## config.mk

```make
export PLATFORM = sky130hd
export DESIGN_NAME = clock_set_ctrl
export DESIGN_NICKNAME = d
export VERILOG_FILES = /design/src/rtl/clock_set_ctrl.sv
export SDC_FILE = /design/constraint.sdc
export NUM_CORES = 1
export LEC_CHECK = 0
export ABC_AREA = 0
export ABC_CLOCK_PERIOD_IN_PS = 4800
export CORE_MARGIN = 2
export CORE_UTILIZATION = 30
export CTS_CLUSTER_DIAMETER = 30
export DETAILED_ROUTE_END_ITERATION = 6
export GPL_TIMING_DRIVEN = 0
export RECOVER_POWER = 100
export SLEW_MARGIN = 30
export SYNTH_ARGS = -nofsm -noshare
export SYNTH_HDL_FRONTEND = slang
export SYNTH_SLANG_ARGS = --single-unit
```

## constraint.sdc

```tcl
create_clock -name clk50 -period 4.8 [get_ports clk50]
set_clock_uncertainty 0.1 [all_clocks]
set_input_delay 0.96 -clock clk50 [delete_from_list [all_inputs] [get_ports clk50]]
set_output_delay 0.96 -clock clk50 [all_outputs]
set_load 0.02 [all_outputs]
```

## src/rtl/clock_set_ctrl.sv

```systemverilog
// Time-set sequencer for the HH:MM:SS clock. It debounces the MODE and INC
// keys and steps through the set states. It also issues one-cycle inc/clear
// strobes to the selected field counter and blinks the field being edited.
//
//   state    | meaning
//   ---------+-----------------------------------------------------------
//   RUN      | clock counts normally, keys other than MODE are ignored
//   SET_HOUR | count frozen, INC (and auto-repeat) bumps hours
//   SET_MIN  | count frozen, INC (and auto-repeat) bumps minutes
//   SET_SEC  | count frozen, INC clears seconds
module clock_set_ctrl #(
  parameter int DB_CYC        = 1_000_000,
  parameter int RPT_DLY_CYC   = 25_000_000,
  parameter int RPT_CYC       = 10_000_000,
  parameter int BLINK_CYC     = 12_500_000,
  parameter int TIMEOUT_TICKS = 30
) (
  input  logic       clk50,
  input  logic       reset,
  input  logic       btn_mode_n,
  input  logic       btn_inc_n,
  input  logic       tick_1hz,
  output logic       run_en,
  output logic       sec_inc,
  output logic       sec_clr,
  output logic       min_inc,
  output logic       hour_inc,
  output logic       blank_hour,
  output logic       blank_min,
  output logic       blank_sec,
  output logic [1:0] state
);

  typedef enum logic [1:0] {
    RUN      = 2'd0,
    SET_HOUR = 2'd1,
    SET_MIN  = 2'd2,
    SET_SEC  = 2'd3
  } state_t;

  localparam int DB_W    = $clog2(DB_CYC + 1);
  localparam int RPT_MAX = (RPT_DLY_CYC > RPT_CYC) ? RPT_DLY_CYC : RPT_CYC;
  localparam int RPT_W   = $clog2(RPT_MAX + 1);
  localparam int BLK_W   = $clog2(BLINK_CYC + 1);
  localparam int IDLE_W  = $clog2(TIMEOUT_TICKS + 1);

  localparam logic [DB_W-1:0]   DB_RELOAD  = DB_W'(DB_CYC - 1);
  localparam logic [RPT_W-1:0]  RPT_FIRST  = RPT_W'(RPT_DLY_CYC - 1);
  localparam logic [RPT_W-1:0]  RPT_NEXT   = RPT_W'(RPT_CYC - 1);
  localparam logic [BLK_W-1:0]  BLK_RELOAD = BLK_W'(BLINK_CYC - 1);
  localparam logic [IDLE_W-1:0] IDLE_LOAD  = IDLE_W'(TIMEOUT_TICKS);

  // Button index 0 = MODE, 1 = INC. All internal levels are active-high "pressed".
  logic [1:0]            raw_pressed;
  logic [1:0]            sync1, sync2;
  logic [1:0]            db_lvl;
  logic [1:0]            armed;
  logic [1:0]            press_ev;
  logic [1:0][DB_W-1:0]  db_cnt;

  state_t                state_q, state_d;
  logic                  in_set, rpt_state, state_chg;
  logic                  mode_ev, inc_ev, inc_lvl;
  logic                  rpt_on, rpt_fire, timeout, strobe_en;
  logic                  hour_d, min_d, clr_d;
  logic [RPT_W-1:0]      rpt_cnt;
  logic [IDLE_W-1:0]     idle_left;
  logic [BLK_W-1:0]      blink_cnt;
  logic                  blink_phase;

  assign raw_pressed = {~btn_inc_n, ~btn_mode_n};

  // Two-flop synchroniser. It resets to "pressed" so that the first samples
  // after reset cannot arm a key that is physically held.
  always_ff @(posedge clk50 or posedge reset) begin
    if (reset) begin
      sync1 <= 2'b11;
      sync2 <= 2'b11;
    end else begin
      sync1 <= raw_pressed;
      sync2 <= sync1;
    end
  end

  // Debounce: a down-counter accepts a new level after DB_CYC consecutive
  // differing samples. Press events only fire once the key has been seen
  // released, which swallows a key held across reset. Needs DB_CYC >= 3.
  always_ff @(posedge clk50 or posedge reset) begin
    if (reset) begin
      db_lvl   <= 2'b00;
      armed    <= 2'b00;
      press_ev <= 2'b00;
      db_cnt   <= {2{DB_RELOAD}};
    end else begin
      for (int i = 0; i < 2; i++) begin
        press_ev[i] <= 1'b0;
        if (sync2[i] == db_lvl[i]) begin
          db_cnt[i] <= DB_RELOAD;
        end else if (db_cnt[i] == '0) begin
          db_lvl[i]   <= sync2[i];
          db_cnt[i]   <= DB_RELOAD;
          press_ev[i] <= sync2[i] & armed[i];
        end else begin
          db_cnt[i] <= db_cnt[i] - DB_W'(1);
        end
        if (!db_lvl[i] && !sync2[i]) armed[i] <= 1'b1;
      end
    end
  end

  assign mode_ev   = press_ev[0];
  assign inc_ev    = press_ev[1];
  assign inc_lvl   = db_lvl[1];
  assign in_set    = (state_q != RUN);
  assign rpt_state = (state_q == SET_HOUR) || (state_q == SET_MIN);
  assign rpt_fire  = rpt_state && rpt_on && inc_lvl && (rpt_cnt == '0);
  assign timeout   = in_set && tick_1hz && (idle_left == IDLE_W'(1));

  // Next state and strobe selection. Timeout beats MODE, and MODE beats INC.
  always_comb begin
    state_d   = state_q;
    strobe_en = 1'b0;
    if (timeout) begin
      state_d = RUN;
    end else if (mode_ev) begin
      case (state_q)
        RUN:      state_d = SET_HOUR;
        SET_HOUR: state_d = SET_MIN;
        SET_MIN:  state_d = SET_SEC;
        SET_SEC:  state_d = RUN;
      endcase
    end else if (in_set && (inc_ev || rpt_fire)) begin
      strobe_en = 1'b1;
    end
    hour_d = strobe_en && (state_q == SET_HOUR);
    min_d  = strobe_en && (state_q == SET_MIN);
    clr_d  = strobe_en && (state_q == SET_SEC);
  end

  assign state_chg = (state_d != state_q);

  // State register and registered one-cycle strobes.
  always_ff @(posedge clk50 or posedge reset) begin
    if (reset) begin
      state_q  <= RUN;
      hour_inc <= 1'b0;
      min_inc  <= 1'b0;
      sec_clr  <= 1'b0;
    end else begin
      state_q  <= state_d;
      hour_inc <= hour_d;
      min_inc  <= min_d;
      sec_clr  <= clr_d;
    end
  end

  // Auto-repeat timer. It is armed only by a real INC press in an hour or minute
  // set state and is dropped by release, MODE or any state change.
  always_ff @(posedge clk50 or posedge reset) begin
    if (reset) begin
      rpt_on  <= 1'b0;
      rpt_cnt <= '0;
    end else if (state_chg || mode_ev || !inc_lvl || !rpt_state) begin
      rpt_on  <= 1'b0;
      rpt_cnt <= '0;
    end else if (inc_ev) begin
      rpt_on  <= 1'b1;
      rpt_cnt <= RPT_FIRST;
    end else if (rpt_on) begin
      rpt_cnt <= (rpt_cnt == '0) ? RPT_NEXT : rpt_cnt - RPT_W'(1);
    end
  end

  // Idle timer: counts seconds down while in a set state, reloaded by any activity.
  always_ff @(posedge clk50 or posedge reset) begin
    if (reset) begin
      idle_left <= IDLE_LOAD;
    end else if (!in_set || state_chg || inc_ev || mode_ev || rpt_fire) begin
      idle_left <= IDLE_LOAD;
    end else if (tick_1hz && (idle_left != '0)) begin
      idle_left <= idle_left - IDLE_W'(1);
    end
  end

  // Blink phase: restarts visible on state entry and on every strobe so that
  // the edited digits are always shown right after a change.
  always_ff @(posedge clk50 or posedge reset) begin
    if (reset) begin
      blink_cnt   <= BLK_RELOAD;
      blink_phase <= 1'b0;
    end else if (!in_set || state_chg || strobe_en) begin
      blink_cnt   <= BLK_RELOAD;
      blink_phase <= 1'b0;
    end else if (blink_cnt == '0) begin
      blink_cnt   <= BLK_RELOAD;
      blink_phase <= ~blink_phase;
    end else begin
      blink_cnt <= blink_cnt - BLK_W'(1);
    end
  end

  assign state      = state_q;
  assign run_en     = (state_q == RUN);
  assign sec_inc    = 1'b0;
  assign blank_hour = (state_q == SET_HOUR) & blink_phase;
  assign blank_min  = (state_q == SET_MIN)  & blink_phase;
  assign blank_sec  = (state_q == SET_SEC)  & blink_phase;

endmodule

```

==> flow_metrics.env <==
export IMPL_status="completed"
export IMPL_tightest_slew_ns=1.38
export IMPL_cts_max_level=3
export IMPL_chipHeight_um=141
export IMPL_post_cts_setup_buffer_count=0
export IMPL_rr_startpoint="state[0]$_DFF_PP0_"
export IMPL_core_area_mm2=0.0186
export IMPL_cts_max_path_buffers=2
export IMPL_cts_made_buffers=9
export IMPL_drtPass1Iterations=4
export IMPL_worstSetupStartpoint="tick_1hz"
export IMPL_start_util_pct=30.3
export IMPL_avgViaCountPerCell=4.87
export IMPL_cts_tree="done"
export IMPL_placed_area_mm2=0.00611
export IMPL_track_usage_pct=12.1
export IMPL_cts_resized=0
export IMPL_port_buffers=13
export IMPL_final_util_pct=34.1
export IMPL_synth_nets=594
export IMPL_seq_area_mm2=0.00284
export IMPL_syn2layout_area_growth_pct=12.4
export IMPL_pre_cts_ws_ns=1.44
export IMPL_root_buffer="clkbuf_16"
export IMPL_synthFlopType="dfrtp_1"
export IMPL_crit_type="primary input to register"
export IMPL_path_max_fanout=8
export IMPL_min_period_ns=3.47
export IMPL_layout_common_cells="73 x nand2_1, 63 x dfrtp_1, 61 x nor2_1"
export IMPL_required_ns=4.95
export IMPL_async_reset_ff_share_pct=100
export IMPL_dieArea_mm2=0.0199
export IMPL_period_share_pct=72.2
export IMPL_fin_nets=619
export IMPL_setup_ws_ns=1.33
export IMPL_p_per_area_mw_per_mm2=348
export IMPL_syn_inst=573
export IMPL_final_cell_area_mm2=0.00634
export IMPL_maxSlewHeadroom_pct=7.44
export IMPL_ys_seq_area_share_pct=50.3
export IMPL_routed_wl_um=11200
export IMPL_finalHoldViolCount=0
export IMPL_ctsHoldBuffers=0
export IMPL_syn_cell_area_mm2=0.00564
export IMPL_antenna_found_initial=0
export IMPL_endpoint_kind="register"
export IMPL_finalSetupViolations=0
export IMPL_n_antenna_cell=0
export IMPL_crit_end="rpt_cnt[5]$_DFFE_PP0P_"
export IMPL_reg2reg_slack_ns=1.50
export IMPL_drc_errors=0
export IMPL_multiInputGateArea_mm2=0.00260
export IMPL_ioPinCount=15
export IMPL_drv_cap=0
export IMPL_rr_endpoint="rpt_cnt[5]$_DFFE_PP0P_"
export IMPL_wl_per_cell_um=13.3
export IMPL_arrival_ns=3.61
export IMPL_globalplace_congestion=0.819
export IMPL_drtAntennaViolNets=0
export IMPL_rows=50
export IMPL_peakVddDrop_uv=141
export IMPL_p_leak_nw=2.55
export IMPL_grt_max_degree=83
export IMPL_layout_commonest_cell="nand2_1"
export IMPL_die_w_um=141
export IMPL_grt_pass1_wl_um=19600
export IMPL_ys_ff_latch=111
export IMPL_rsz0062_at_grt="no"
export IMPL_drt_iter0_drc=299
export IMPL_path_clk_slew_ns=0.08
export IMPL_synth_cell_types=60
export IMPL_clk_latency_ns=0.37
export IMPL_worst_r2r_cell_count=7
export IMPL_startpoint_type="primary input"
export IMPL_p_total_mw=2.21
export IMPL_min_path_type="register to register"
export IMPL_vias=4077
export IMPL_max_freq_ghz=0.289
export IMPL_avgSynthCellArea_um2=9.84
export IMPL_yosys_warnings=0
export IMPL_dp_hpwl_um=7680
export IMPL_synth_enable_flop_cells=0
export IMPL_nFillCells=1877
export IMPL_grt_ovfl_total=0
export IMPL_slew_violations=0
export IMPL_grt_pass1_vias=4070
export IMPL_cts_sinks=111
export IMPL_layout_drive_gt1_share_pct=12.3
[final cells by class]
| type | count | share of cell area, % |
|---|---|---|
| Sequential cell | 111 | 44.8 |
| Multi-Input combinational cell | 419 | 41.0 |
| Tap cell | 234 | 4.62 |
| Timing Repair Buffer | 14 | 2.49 |
| Clock inverter | 7 | 0.908 |
| Clock buffer | 9 | 3.55 |
| Inverter | 28 | 1.68 |
| Buffer | 15 | 0.967 |
[per-stage QoR]
step	TNS [ns]	cells	hold WS [ns]
after CTS	0	837	0.260
after floorplan	0	573	0.245
final	0	837	0.265
after global routing	0	837	0.273
after detailed placement	0	821	0.248
after global placement	-59.04	820	0.249
[registers in the layout, summed over array words and instances, names as in the netlist, 2 cells and up]
signal / cells
press_ev: 2
sync2: 2
armed: 2
idle_left: 5
blink_cnt: 24
sync1: 2
db_cnt: 40
rpt_cnt: 25
state: 2
db_lvl: 2
[per-layer routing]
| layer | vias to the layer above | share of wire (%) | track usage (%) |
|---|---|---|---|
| met2 | 40 | 45 | 18.4 |
| li1 | 2038 | - | - |
| met5 | - | 0 | 0 |
| met1 | 1987 | 51 | 16.7 |
| met4 | 0 | 1.3 | 3.68 |
| met3 | 12 | 2.8 | 3.50 |
[how the worst min path moves through the flow]
stage	startpoint	end	slack [ns]	depth (start not counted)
global placement	sync1[0]$_DFF_PP1_	sync2[0]$_DFF_PP1_	0.25	0
detailed placement	sync1[0]$_DFF_PP1_	sync2[0]$_DFF_PP1_	0.25	0
global route	sync1[0]$_DFF_PP1_	sync2[0]$_DFF_PP1_	0.27	0
finish	sync1[0]$_DFF_PP1_	sync2[0]$_DFF_PP1_	0.26	0
floorplan	sync1[0]$_DFF_PP1_	sync2[0]$_DFF_PP1_	0.25	0
CTS	sync1[0]$_DFF_PP1_	sync2[0]$_DFF_PP1_	0.26	0
[critical path: stages]
cell	delay, ns
dlygate4sd3_1	0.58
nand3b_1	0.21
o31ai_1	1.01
nor2_1	0.41
a21o_1	0.27
a22o_1	0.17
[cells in the mapped netlist, drive strengths merged (6+ instances only)]
master   n  share of area (%)
a21o     6               0.80
a21oi   10               0.89
a22o     6               0.93
a31oi    6               0.67
and2    12                1.4
clkbuf  10               0.84
dfrtp   63                 28
dfstp   48                 22
ha      16                3.6
inv     28                1.9
nand2   73                4.9
nand3   15                1.3
nand4    6               0.67
nor2    61                4.1
nor3    29                2.8
nor4    17                2.0
o211ai   6               0.80
o21ai   18                1.6
or3     12                1.3
or4     16                2.3
xnor2   43                6.7
xor2    21                3.3
[cell families after synthesis]
| logic type | Yosys count | synth area share, % |
|---|---|---|
| compound gates | 74 | 8.97 |
| mux | 2 | 0.355 |
| fa+ha+maj | 16 | 3.55 |
| flops | 111 | 50.3 |
| other cells | 1 | 0.0665 |
| xor+xnor | 64 | 9.94 |
| buf+inv | 43 | 3.20 |
| simple gates | 262 | 23.6 |
[where the power goes]
part           internal (mW)  switching (mW)  total, mW
clock network          0.358           0.359      0.717
logic                  0.144           0.208      0.352
registers               1.05          0.0852       1.14
No activity file was read; power rests on OpenSTA's default activity.
